File: src/rtl/handshake_pkg.sv
// handshake_pkg: shared mode codes and width helpers for the handshake constant/sequence source
package handshake_pkg;
  localparam int MODE_CONST = 0;
  localparam int MODE_SEQ = 1;
  function automatic int clog2(input int v);
    int r;
    r = 0;
    while ((64'd1 << r) < 64'(v)) r++;
    return r;
  endfunction
  // Occupancy counters must represent 0..DEPTH inclusive
  function automatic int cnt_w(input int depth);
    return clog2(depth + 1);
  endfunction
endpackage

File: src/rtl/handshake_token_counter.sv
// handshake_token_counter: token occupancy counter decoupling the ctrl and outs handshakes
module handshake_token_counter
  import handshake_pkg::*;
#(
  parameter int DEPTH = 2,
  localparam int CW = cnt_w(DEPTH)
) (
  input  logic          clk,
  input  logic          rst,
  input  logic          ctrl_valid,
  input  logic          outs_ready,
  output logic          ctrl_ready,
  output logic          outs_valid,
  output logic          emit,
  output logic [CW-1:0] pending
);
  logic [CW-1:0] count_q, count_d;
  logic accept;
  assign ctrl_ready = count_q != CW'(DEPTH);
  assign outs_valid = count_q != '0;
  assign accept = ctrl_valid & ctrl_ready;
  assign emit = outs_valid & outs_ready;
  assign count_d = count_q + CW'(accept) - CW'(emit);
  assign pending = count_q;
  always_ff @(posedge clk or negedge rst)
    if (!rst) count_q <= '0;
    else count_q <= count_d;
endmodule

File: src/rtl/handshake_constant_seq.sv
// handshake_constant_seq: emits one constant or sequence value per accepted control token
module handshake_constant_seq
  import handshake_pkg::*;
#(
  parameter int     DATA_WIDTH = 32,
  parameter int     MODE       = MODE_CONST,
  parameter longint BASE_VALUE = 0,
  parameter longint STEP       = 1,
  parameter int     WRAP_COUNT = 0,
  parameter int     DEPTH      = 2,
  localparam int    CW         = cnt_w(DEPTH)
) (
  input  logic                  clk,
  input  logic                  rst,
  input  logic                  ctrl_valid,
  output logic                  ctrl_ready,
  output logic [DATA_WIDTH-1:0] outs,
  output logic                  outs_valid,
  input  logic                  outs_ready,
  output logic [CW-1:0]         pending
);
  localparam logic [DATA_WIDTH-1:0] BASE = DATA_WIDTH'(BASE_VALUE);
  localparam logic [DATA_WIDTH-1:0] INC = DATA_WIDTH'(STEP);
  localparam int IW = WRAP_COUNT > 1 ? clog2(WRAP_COUNT) : 1;
  localparam logic [IW-1:0] LAST = IW'(WRAP_COUNT > 1 ? WRAP_COUNT - 1 : 0);
  localparam bit WRAP = WRAP_COUNT != 0;
  logic emit, wrap;
  logic [DATA_WIDTH-1:0] seq_q, seq_d;
  logic [IW-1:0] idx_q, idx_d;
  handshake_token_counter #(.DEPTH(DEPTH)) u_cnt (
    .clk        (clk),
    .rst        (rst),
    .ctrl_valid (ctrl_valid),
    .outs_ready (outs_ready),
    .ctrl_ready (ctrl_ready),
    .outs_valid (outs_valid),
    .emit       (emit),
    .pending    (pending)
  );
  // Tokens are indistinguishable, so the sequence advances in emission order only
  always_comb begin
    wrap = WRAP && idx_q == LAST;
    idx_d = !emit ? idx_q : wrap ? '0 : idx_q + 1'b1;
    seq_d = !emit ? seq_q : wrap ? BASE : seq_q + INC;
  end
  always_ff @(posedge clk or negedge rst)
    if (!rst) begin
      seq_q <= BASE;
      idx_q <= '0;
    end else begin
      seq_q <= seq_d;
      idx_q <= idx_d;
    end
  assign outs = MODE == MODE_SEQ ? seq_q : BASE;
endmodule

File: config.mk
export PLATFORM = sky130hd
export DESIGN_NAME = handshake_constant_seq
export DESIGN_NICKNAME = d
export VERILOG_FILES = /design/src/rtl/handshake_pkg.sv /design/src/rtl/handshake_token_counter.sv /design/src/rtl/handshake_constant_seq.sv
export SDC_FILE = /design/constraint.sdc
export NUM_CORES = 1
export LEC_CHECK = 0
export CAP_MARGIN = 20
export CORE_MARGIN = 10
export CORE_UTILIZATION = 24
export CTS_CLUSTER_DIAMETER = 150
export DETAILED_ROUTE_END_ITERATION = 8
export PLACE_DENSITY_LB_ADDON = 0.12
export SYNTH_ARGS = -nofsm -noshare
export SYNTH_HDL_FRONTEND = slang
export SYNTH_SLANG_ARGS = --single-unit
File: constraint.sdc
create_clock -name clk -period 1.7 [get_ports clk]
set_clock_uncertainty 0.05 [all_clocks]
set_input_delay 0.17 -clock clk [delete_from_list [all_inputs] [get_ports clk]]
set_output_delay 0.17 -clock clk [all_outputs]
set_load 0.02 [all_outputs]
# == Yosys cells after proc, flatten, opt, wreduce, memory -nomap -nowiden ==
# Cells that the tools add are included.
# totals
ff_bits,2
latch_bits,0
mem_bits_rw,0
rom_bits,0
out_inout_bits,36
word_cells,7
memories,0
# classes
addsub,2
multipliers,0
div_mod_pow,0
n_lt_le_gt_ge,0
eq_ne,1
shift,0
mux,0
bitwise,2
reduce_logical,1
# op_table
cell,n
adder 2 x 1 -> 2 bit,1
bitwise AND 1 bit,2
"!= test 2 bit, second input constant",1
nonzero test 2 bit,1
subtractor 2 x 1 -> 2 bit,1

# == Depth between registers and ports, before layout ==
# depth
depth_word,4
mapped_depth,7
depth_no_buf,7

# == Modules after synthesis ==
# Synthesis repeated with hierarchy kept, for this count alone.
# hier_totals
hier_cells,44
area_unflattened_um2,362.8
# by_module_without_submodules
module,instances,cells_per_inst,area_per_inst_um2,seq_area_each_um2
handshake_constant_seq,1,33,244.0,0.0
handshake_token_counter,1,11,118.9,50.0

# == Worst setup path before layout ==
# Ideal clock, no wire load.
# synth_timing
path_type,reg-to-reg
start,"register u_cnt.count_q[0], in the netlist u_cnt.pending[0]"
end,"register u_cnt.count_q[1], in the netlist u_cnt.pending[1]"
setup_ns,0.130
t_arrival_ns,1.697
required_time_ns,1.520
path_slack_ns,-0.178
path_stages_with_launch,8
period_less_slack_ns,1.878
cell_sequence,dfrtp_1 -> or2_1 -> and2_1 -> ha_1 -> inv_1 -> ha_1 -> xnor2_1 -> xnor2_1
# synth_between
elab_cells_between_ends,6
classes_between,2 x add/sub; 1 x eq/ne; 2 x bitwise; 1 x reduce/logical
# synth_rtl
element,line_no,source
"start, declared",handshake_token_counter.sv:17,"logic [CW-1:0] count_q, count_d;"
"start signal, assigned",handshake_token_counter.sv:27,else count_q <= count_d;
nonzero test 2 bit,handshake_token_counter.sv:20,assign outs_valid = count_q != '0;
net outs_valid,handshake_constant_seq.sv:18,"output logic outs_valid,"
bitwise AND 1 bit,handshake_token_counter.sv:22,assign emit = outs_valid & outs_ready;
subtractor 2 x 1 -> 2 bit,handshake_token_counter.sv:23,assign count_d = count_q + CW'(accept) - CW'(emit);
net u_cnt.count_d[1],handshake_token_counter.sv:17,
# The timed path passes the listed nets, and every way through them passes these cells.

# == Worst setup path in the final report ==
# layout_timing
start,"register u_cnt.count_q[1], in the netlist u_cnt.pending[1]"
end,"register u_cnt.count_q[1], in the netlist u_cnt.pending[1]"
# layout_between
elab_chain_cells,4
elab_cells_between_ends,6
classes_between,2 x add/sub; 1 x eq/ne; 2 x bitwise; 1 x reduce/logical
# layout_rtl
element,line_no,source
!= test 2 bit,handshake_token_counter.sv:19,assign ctrl_ready = count_q != CW'(DEPTH);
bitwise AND 1 bit,handshake_token_counter.sv:21,assign accept = ctrl_valid & ctrl_ready;
adder 2 x 1 -> 2 bit,handshake_token_counter.sv:23,
subtractor 2 x 1 -> 2 bit (*),handshake_token_counter.sv:23,
net u_cnt.count_d[1],handshake_token_counter.sv:17,
# Mark *: on every way through the listed nets, which the timed path passes. The rest lies on a longest branch.

==> results.json <==
{
  "status": "finished clean",
  "power.total_mw": 0.706,
  "cts_buffers": 3,
  "insertion_delay_ns": 0.22,
  "crit_path_end_kind": "flip-flop",
  "cts_tree": "built",
  "yosysSeqAreaShare_pct": 13.6,
  "synthSimpleGateAreaFrac_pct": 6.78,
  "avgSynthCellArea_um2": 8.20,
  "drc": 0,
  "top_layer": "met3",
  "peakVddDrop_mv": 0.700,
  "worstPathRequired_ns": 1.75,
  "coreArea_um2": 1470,
  "synthXorXnorAreaFrac_pct": 4.75,
  "wl_met3_um": 158,
  "slew_violations": 0,
  "synth_fa_ha_area_share_pct": 6.78,
  "routedWlPerCell_um": 10.1,
  "nFillCells": 166,
  "clk_pin_slew_ns": 0.03,
  "portBuffers": 7,
  "die_area_um2": 3510,
  "ys_ff_latch": 2,
  "ios": 40,
  "cts_root_buf": "clkbuf_4",
  "r2r_cells": 7,
  "clkSinkCount": 2,
  "crit_type": "flip-flop to flip-flop",
  "yosysWarnings": 0,
  "detail_route.wirelength_um": 726,
  "synth.area.mux_share_pct": 0,
  "critPathMaxFanout": 2,
  "die_w_um": 59.2,
  "grt_usage_pct": 4.06,
  "critPathLaunchType": "flip-flop",
  "hpwl_um": 697,
  "detail_route.first_pass.iterations": 1,
  "rsz0062_at_grt": "no",
  "vias": 198,
  "period_needed_ns": 1.63,
  "fin_crit_sh_pct": 96.1,
  "wl_met2_um": 400,
  "syn_area_um2": 369,
  "drive_gt1_share_pct": 23.2,
  "wl_met1_um": 167,
  "synth_top_family_by_area": "buffers and inverters",
  "grt_max_degree": 4,
  "maxClockFrequency_ghz": 0.612,
  "antenna_left": 0,
  "gp_congestion": 0.612,
  "p_per_area_nw_per_um2": 1700,
  "layout.nets": 64,
  "largest_reg_flops": 2,
  "setup_viol": 0,
  "hold_buffers": 0,
  "drt_iter0_drc": 0,
  "maxCapViolations": 0,
  "cts_max_path_buffers": 2,
  "viasPerCell": 2.75,
  "start_util_pct": 25.1,
  "gr-total-overflow": 0,
  "insertedDiodeCount": 0,
  "worstPathArrival_ns": 1.68,
  "finalHoldViolCount": 0,
  "grt_antenna_before_repair": 0,
  "hold_path_class": "input port to async pin",
  "placed_area_um2": 390,
  "synth_compound_area_share_pct": 0,
  "row_count": 14,
  "synthCells": 45,
  "stdcell_area_um2": 415,
  "chipHeight_um": 59.2,
  "synth_cell_type_count": 9,
  "h-tree-depth": 1,
  "grt_pass1_wl_mm": 1.02,
  "syn2layout_area_growth_pct": 12.5,
  "grt_pass1_vias": 223,
  "p_leak_nw": 0.225,
  "setup_tns_ns": 0
}
where the power goes:
| group | leakage [nW] | switching (mW) | internal [mW] |
|---|---|---|---|
| logic | 0.190 | 0.262 | 0.248 |
| registers | 0.0213 | 0.0118 | 0.0806 |
| clock network | 0.0138 | 0.0249 | 0.0777 |
| total | 0.225 | 0.299 | 0.407 |
critical path, stage by stage (launching register included):
cell and delay, ns:
dfrtp_2 0.39, or2_4 0.25, and2_4 0.14, ha_4 0.25
inv_2 0.03, ha_4 0.15, xnor2_2 0.12, xnor2_1 0.13
synth_stat cells:
library cell	count	share of area, %
buf_4	32	65
or2_1	1	1.7
inv_1	2	2.0
dfrtp_1	2	14
xnor2_1	2	4.7
ha_1	2	6.8
nand2b_1	1	1.7
and2_1	2	3.4
conb_1	1	1.0
logic make-up after synthesis:
| family | count (synthesis) |
|---|---|
| buf+inv | 34 |
| xor+xnor | 2 |
| flops | 2 |
| fa+ha+maj | 2 |
| simple gates | 4 |
| other cells | 1 |
per-layer routing:
metal,up-vias,global-route usage (%)
met4,0,2.95
met5,-,0
met3,0,4.29
met1,85,2.28
li1,95,-
met2,18,6.98
layout by cell type, fill, tap and decap left out:
master | netlist | layout
conb_1 | 1 | 32
clkdlybuf4s50_1 | 0 | 6
clkbuf_4 | 0 | 3
ha_4 | 0 | 2
buf_4 | 32 | 2
dfrtp_2 | 0 | 2
or2_4 | 0 | 1
and2_4 | 0 | 1
nand2b_1 | 1 | 1
inv_1 | 2 | 1
inv_2 | 0 | 1
and2_1 | 2 | 1
xnor2_2 | 0 | 1
xnor2_1 | 2 | 1
dlymetal6s2s_1 | 0 | 1
through the flow:
stage	utilization [%]	setup slack, ns	cells	hold slack (ns)
detailed placement	26.5	0.0513	69	0.293
floorplan	-	-0.0384	76	-0.176
finish	28.2	0.0658	72	0.0607
global route	28.2	0.00600	72	0.0606
CTS	28.1	0.0242	72	0.0532
global placement	26.5	0.0301	69	0.297
worst paths after layout:
path                                            start                          to  slack [ns]
setup reg to reg           u_cnt.pending[1]$_DFF_PN0_  u_cnt.pending[1]$_DFF_PN0_        0.07
max in group asynchronous                         rst  u_cnt.pending[1]$_DFF_PN0_        1.41
hold / removal                                    rst  u_cnt.pending[0]$_DFF_PN0_        0.06
min in group clk           u_cnt.pending[1]$_DFF_PN0_  u_cnt.pending[1]$_DFF_PN0_        0.52
hold reg to reg            u_cnt.pending[1]$_DFF_PN0_  u_cnt.pending[1]$_DFF_PN0_        0.52
setup / recovery           u_cnt.pending[1]$_DFF_PN0_  u_cnt.pending[1]$_DFF_PN0_        0.07
layout make-up:
type,instances,area [µm²],area share (%)
inverters,2,7.51,1.81
well taps,16,20.0,4.82
clock buffers,3,22.5,5.42
multi-input cells,40,225,54.2
repair buffers,9,87.6,21.1
flip-flops and latches,2,52.6,12.7
repair_timing:
action / in CTS / in global routing
setup endpoints to repair: 0 / 2
buffers inserted: 0 / 0
gates resized for setup: 0 / 1
Power figures use the tool's default switching activity.
